==> src/rtl/hub75_scan_driver.sv <==
// HUB75 1/16-scan panel driver: 3-plane BCM, 64 columns, 16 row pairs.
// Define HUB75_SCAN_DRIVER_DEADTIME_EN to add DEADTIME blank guards.
module hub75_scan_driver #(
  parameter int BASE_CYCLES = 64,
  parameter int DEADTIME    = 4
) (
  input  logic       clk,
  input  logic       rst,
  input  logic       enable,
  input  logic [2:0] r0,
  input  logic [2:0] g0,
  input  logic [1:0] b0,
  input  logic [2:0] r1,
  input  logic [2:0] g1,
  input  logic [1:0] b1,
  output logic [3:0] row,
  output logic [5:0] col,
  output logic       led_r0,
  output logic       led_g0,
  output logic       led_b0,
  output logic       led_r1,
  output logic       led_g1,
  output logic       led_b1,
  output logic       led_pa1,
  output logic       led_pa2,
  output logic       led_pa3,
  output logic       led_pa4,
  output logic       led_sclk,
  output logic       led_latch,
  output logic       led_blank,
  output logic       frame_start
);

  localparam int CW =
    $clog2((BASE_CYCLES << 2) + DEADTIME + 257);

  localparam logic [2:0] IDLE      = 3'd0;
  localparam logic [2:0] SHIFT     = 3'd1;
  localparam logic [2:0] PRE_BLANK = 3'd2;
  localparam logic [2:0] LATCH     = 3'd3;
  localparam logic [2:0] DISPLAY   = 3'd4;
  localparam logic [2:0] NEXT      = 3'd5;

  localparam logic [CW-1:0] BASE = CW'(BASE_CYCLES);
  localparam logic [CW-1:0] SHIFT_LAST = CW'(255);
`ifdef HUB75_SCAN_DRIVER_DEADTIME_EN
  localparam logic [CW-1:0] PRE_LAST = CW'(DEADTIME - 1);
  localparam logic [CW-1:0] POST = CW'(DEADTIME);
`else
  localparam logic [CW-1:0] PRE_LAST = '0;
  localparam logic [CW-1:0] POST = '0;
`endif

  logic [2:0]    state;
  logic [1:0]    plane;
  logic [CW-1:0] cnt;
  logic [CW-1:0] disp_len;
  logic [CW-1:0] disp_last;
  logic [3:0]    pa;
  logic [2:0]    b0x;
  logic [2:0]    b1x;

  // 2-bit blue is stretched to 3 bits by repeating its MSB
  assign b0x = {b0, b0[1]};
  assign b1x = {b1, b1[1]};

  function automatic logic pbit(
    input logic [2:0] v,
    input logic [1:0] p
  );
    logic [2:0] s;
    s = v >> p;
    return s[0];
  endfunction

  always_comb begin
    disp_len = BASE;
    case (plane)
      2'd1:    disp_len = BASE << 1;
      2'd2:    disp_len = BASE << 2;
      default: disp_len = BASE;
    endcase
    disp_last = disp_len + POST - 1'b1;
  end

  // DISPLAY keeps running through the post-guard with blank high
  assign led_blank =
    !((state == DISPLAY) && (cnt < disp_len));
  assign led_latch = (state == LATCH);
  assign led_sclk =
    (state == SHIFT) && (cnt[1:0] == 2'd3);

  assign led_pa1 = pa[0];
  assign led_pa2 = pa[1];
  assign led_pa3 = pa[2];
  assign led_pa4 = pa[3];

  always_ff @(posedge clk) begin
    if (rst) begin
      state       <= IDLE;
      row         <= '0;
      col         <= '0;
      plane       <= '0;
      cnt         <= '0;
      pa          <= '0;
      led_r0      <= 1'b0;
      led_g0      <= 1'b0;
      led_b0      <= 1'b0;
      led_r1      <= 1'b0;
      led_g1      <= 1'b0;
      led_b1      <= 1'b0;
      frame_start <= 1'b0;
    end else begin
      frame_start <= 1'b0;
      case (state)
        IDLE: begin
          if (enable) begin
            state       <= SHIFT;
            row         <= '0;
            col         <= '0;
            plane       <= '0;
            cnt         <= '0;
            frame_start <= 1'b1;
          end
        end
        SHIFT: begin
          cnt <= cnt + 1'b1;
          if (cnt[1:0] == 2'd1) begin
            led_r0 <= pbit(r0, plane);
            led_g0 <= pbit(g0, plane);
            led_b0 <= pbit(b0x, plane);
            led_r1 <= pbit(r1, plane);
            led_g1 <= pbit(g1, plane);
            led_b1 <= pbit(b1x, plane);
          end
          if (cnt[1:0] == 2'd3) col <= col + 6'd1;
          if (cnt == SHIFT_LAST) begin
            state <= PRE_BLANK;
            cnt   <= '0;
            pa    <= row;
          end
        end
        PRE_BLANK: begin
          if (cnt == PRE_LAST) begin
            state <= LATCH;
            cnt   <= '0;
          end else begin
            cnt <= cnt + 1'b1;
          end
        end
        LATCH: begin
          state <= DISPLAY;
          cnt   <= '0;
        end
        DISPLAY: begin
          if (cnt == disp_last) begin
            state <= NEXT;
            cnt   <= '0;
          end else begin
            cnt <= cnt + 1'b1;
          end
        end
        NEXT: begin
          state <= SHIFT;
          col   <= '0;
          cnt   <= '0;
          if (plane == 2'd2) begin
            plane <= '0;
            row   <= row + 4'd1;
            if (row == 4'd15) begin
              if (enable) frame_start <= 1'b1;
              else state <= IDLE;
            end
          end else begin
            plane <= plane + 2'd1;
          end
        end
        default: state <= IDLE;
      endcase
    end
  end

endmodule

==> config.mk <==
export PLATFORM = sky130hd
export DESIGN_NAME = hub75_scan_driver
export DESIGN_NICKNAME = d
export VERILOG_FILES = /design/src/rtl/hub75_scan_driver.sv
export SDC_FILE = /design/constraint.sdc
export NUM_CORES = 1
export LEC_CHECK = 0
export ABC_AREA = 1
export CAP_MARGIN = 20
export CORE_ASPECT_RATIO = 1.25
export CORE_MARGIN = 5
export CORE_UTILIZATION = 25
export CTS_CLUSTER_DIAMETER = 80
export CTS_CLUSTER_SIZE = 16
export DETAILED_ROUTE_END_ITERATION = 10
export GPL_TIMING_DRIVEN = 0
export SYNTH_ARGS = -nofsm -noshare
export SYNTH_HDL_FRONTEND = slang
export SYNTH_SLANG_ARGS = --single-unit
==> constraint.sdc <==
create_clock -name clk -period 2.29 [get_ports clk]
set_input_delay 0.229 -clock clk [delete_from_list [all_inputs] [get_ports clk]]
set_output_delay 0.229 -clock clk [all_outputs]
set_load 0.05 [all_outputs]
# Word-level counts from Yosys, hierarchy flattened

Cells that the tools add are included.

Add/sub/neg operators: 5
Magnitude comparators: 1
Eq/ne operators: 18
Shifts and indexed selects: 6
Multiplexer cells: 27
Reductions and logical operators: 16

Operators with widths:

| operator              | count |
|---|---|
| $pmux 10 s5           | 1 |
| $mux 10               | 4 |
| $pmux 3 s6            | 1 |
| $pmux 6 s3            | 1 |
| $pmux 9 s2            | 1 |
| $shr 3x2->1           | 6 |
| $mux 3                | 4 |
| $mux 6                | 2 |
| $add 10x1->10 const B | 1 |
| $eq 10x10->1          | 1 |
| $eq 10x8->1 const B   | 1 |
| $logic_not 10->1      | 1 |
| $lt 10x10->1          | 1 |
| $sub 10x1->10 const B | 1 |
| $mux 4                | 2 |
| $pmux 4 s2            | 1 |
| $reduce_and 2->1      | 4 |
| $add 6x1->6 const B   | 1 |
| $eq 3x2->1 const B    | 2 |
| $eq 3x3->1 const B    | 2 |
| $mux 1                | 6 |
| $ne 2x1->1 const B    | 3 |
| $ne 2x2->1 const B    | 3 |
| $reduce_and 3->1      | 2 |
| 17 further kinds      | 21 |

Register bits: 36
Input bits: 19
Output and inout bits: 24
Word-level logic and storage cells: 86

# Depth between registers and ports, before layout

Word-level depth: 6
Mapped depth: 15
Gate-level depth less buffers: 13

# Worst setup path after synthesis

No wires, ideal clock.

Kind: reg-to-output
Start: register plane[0]
End: output led_blank
Arrival: 2552 ps
Data required time: 2061 ps
Setup slack: -491 ps
Stages on the path, launching flop included: 9
Path through: dfxtp_1 > clkbuf_1 > inv_1 > clkbuf_1 > ha_1 > inv_1 > ha_1 > inv_1 > o21ai_0

Word-level cells in the longest chain between the ends: 5
Elaborated cells on any way between the ends: 6
Classes of those cells: 1 x order compare; 2 x eq/ne; 1 x mux; 2 x reduce/logical

RTL lines:

| element                                         | RTL line | source |
|---|---|---|
| start, declared                                 | 55       | `logic [1:0] plane;` |
| start signal, assigned                          | 175      | `plane <= plane + 2'd1;` |
| $eq 2x2->1 / $eq 2x1->1 (equally long branches) | 78       | `case (plane)` |
| $pmux 9 s2 *                                    | 78       |  |
| $lt 10x10->1 *                                  | 88       | `!((state == DISPLAY) && (cnt < disp_len));` |
| $logic_and 1x1->1 *                             | 88       |  |
| $logic_not 1->1 *                               | 88       |  |
| end, declared                                   | 30       | `output logic led_blank,` |

Every way passes the cells marked *; elsewhere a longest branch is shown, timed or not.

# Worst setup path after layout

Same ends and word-level chain as after synthesis.

==> results.cfg <==
[outcome]
status = completed

[clock_network]
h-tree-depth = 2
cts_tree = built
clk_latency_ns = 0.29
clkSlewWorstSetupHoldPaths_ns = 0.08
clock_sinks = 36
cts.path.max_buffers = 2
root_buffer = clkbuf_8
hold_buffers = 0
cts_made_buffers = 5

[setup_path]
worst-setup-path-type = flop to output port
rr_endpoint = cnt[9]
crit_required_ns = 2.06
crit_start = plane[0]
cp-start-kind = flop
cp.arrival_ns = 1.93
worst-r2r-setup-slack_ns = 0.20
r2r_cells = 13
cp-end-kind = output port
path_max_fanout = 7
rr_startpoint = plane[0]

[power_and_ir_drop]
ir_drop_v = 0.000316
intPower_mw = 1.32
p_clk_share_pct = 25.2
seq_power_share_pct = 33.7
p_per_area_nw_per_um2 = 790
total_leakage_power_nw = 1.23
power_switching_mw = 0.915
pwr-share-comb_pct = 41.1
swShare_pct = 41.0

[min_path]
hold_depth = 2
min_to = col[1]
min_path_type = flop to flop
hold_start = col[1]

[layout]
fin_area_um2 = 2830
area_growth_pct = 35.6
fillers = 871
multi_input_area_um2 = 1180
n_antenna_cell = 0
seq_area_um2 = 723
drive_gt1_share_pct = 10.7
fin_cells = 460
fin_nets = 394
postLayoutCoreUtil_pct = 34.5

[yosys]
async_flop_share_pct = 0
synthMuxAreaShare_pct = 0
synth_compound_area_share_pct = 14.6
yosys.area_share.xor_xnor_pct = 4.20
synth_area_leaders = dfxtp_1, nand2_1, ha_1
yosysMostFrequentCell = nand2_1
synth-seq-cells = 36
synth-edff-count = 0
ys.flop_type = dfxtp_1
synthAdderAreaFrac_pct = 7.80
yosys.area_share.simple_pct = 29.1
ys_warn_count = 0
synth_commonest_cells = nand2_1, inv_1, dfxtp_1
postSynthAreaPerCell_um2 = 6.82
synthDistinctLibCells = 29
synth_top_area_share_pct = 34.6
ys_seq_area_share_pct = 34.6
synthesis.area_um2 = 2090
syn_inst = 306
synth_nets = 338
synth_top_family_by_area = simple AND/OR/NAND/NOR gates
yosysTopAreaCell = dfxtp_1

[detailed_routing]
vias = 2066
drt_first_iter_violations = 136
drtPass1Iterations = 4
drcViolationCount = 0
drt-total-wl_um = 5460
via_per_inst = 4.49
wl_per_cell_um = 11.9
antenna_left = 0

[global_routing]
grt_max_degree = 12
grt_pass1_vias = 2044
grt.met1_usage_pct = 12.9
grt_usage_pct = 11.2
grt_overflow = 0
grt_pass1_wl_um = 9440
use_met3_pct = 2.75
grt.busiest_layer = met2
use_met2_pct = 20.3
antenna_found_initial = 0

[timing]
rsz0062_at_grt = no
fmax_ghz = 0.463
finalHoldViolCount = 0
relSlewSlack_pct = 65.2
setup_ws_ns = 0.132
fin_crit_sh_pct = 94.2
drv_slew = 0
fin_skew_ns = 0.0101
worst_pin_slew_ns = 0.521
setup_viol = 0
period_minus_slack_ns = 2.16

[place]
gp_congestion = 0.794
dpl.hpwl_um = 4220
postPlaceCellArea_um2 = 2630
dp_slack_ns = -0.738
portBuffers = 42
dp.cells = 445

[floorplanning]
row_count = 37
die_x_um = 91.7
core_um2 = 8190
io-pin-count = 43
start_util_pct = 25.5
design.die.area_um2 = 10300
die_h_um = 112

[job]
maxCapViolCount = 0
## sequential cells by signal (all words and copies together), names as in the netlist, 2 cells and up
register,count
pa,4
col,6
state,3
row,4
plane,2
cnt,10
## timing repair
action | in CTS | in global routing
pin swaps | 0 | 2
setup endpoints to repair | 12 | 11
buffers inserted | 2 | 6
endpoints found under the hold margin | 0 | 0
gates resized for setup | 14 | 10
## power groups by stage
stage               Combinational [mW]  Clock, mW  Sequential, mW
CTS                              0.917      0.577           0.754
global route                      1.04      0.612           0.766
detailed placement               0.891          0           0.767
global placement                 0.882          0           0.767
finish                           0.919      0.562           0.753
floorplan                        0.529          0           0.871
## critical path, cell delays in order, from the launching register on
cell	delay (ns)
dfxtp_2	0.34
buf_6	0.13
clkinvlp_4	0.08
buf_4	0.11
ha_1	0.24
inv_1	0.06
ha_1	0.27
inv_1	0.04
o21ai_2	0.15
buf_4	0.22
## per-stage QoR
step,total power [mW],hold slack [ns],setup TNS [ns]
after floorplan,1.40,0.389,0
after global placement,1.65,0.485,-4.61
after detailed placement,1.66,0.498,-5.10
after CTS,2.25,0.511,0
after global routing,2.42,0.520,0
final,2.23,0.509,0
## final cells by class
type / count / share of cell area (%)
timing repair buffer: 50 / 16.9
multi-input combinational: 216 / 41.8
tap: 97 / 4.29
sequential: 36 / 25.6
clock inverter: 2 / 1.24
buffer: 5 / 1.19
inverter: 48 / 6.50
clock buffer: 6 / 2.57
## layer usage
metal	vias to the layer above	wire length, um
li1	1105	-
met2	36	2790
met4	0	70
met1	919	2380
met5	-	0
met3	6	217
## cells by family after synthesis
family / after synthesis
and+or+nand+nor: 137
AOI/OAI and AO/OA: 56
buffers and inverters: 54
DFF: 36
adders and majority gates: 13
xor gates and xnor gates: 10
## cell usage in the layout, fill, tap and decap left out, types with 2 or more instances in the layout
master	instances
o211ai_1	2
a21oi_1	23
buf_6	2
inv_2	7
xor2_1	10
dfxtp_2	2
buf_4	9
a211oi_1	2
clkbuf_8	5
nor2_2	2
nand3_1	19
nand2_2	3
nor2_1	34
dfxtp_1	34
a31oi_1	7
clkdlybuf4s50_1	40
nand4_1	4
o21ai_0	18
clkbuf_1	3
nand2_1	59
ha_1	13
nor3_1	9
inv_1	40
## worst max-delay path by stage
| stage | to | cells after the start |
|---|---|---|
| after floorplan | cnt[8] | 14 |
| final | led_blank | 9 |
| after CTS | cnt[8] | 13 |
| after global routing | state[0] | 14 |
| after global placement | led_blank | 9 |
| after detailed placement | led_blank | 9 |
(Power assumes the default switching activity.)
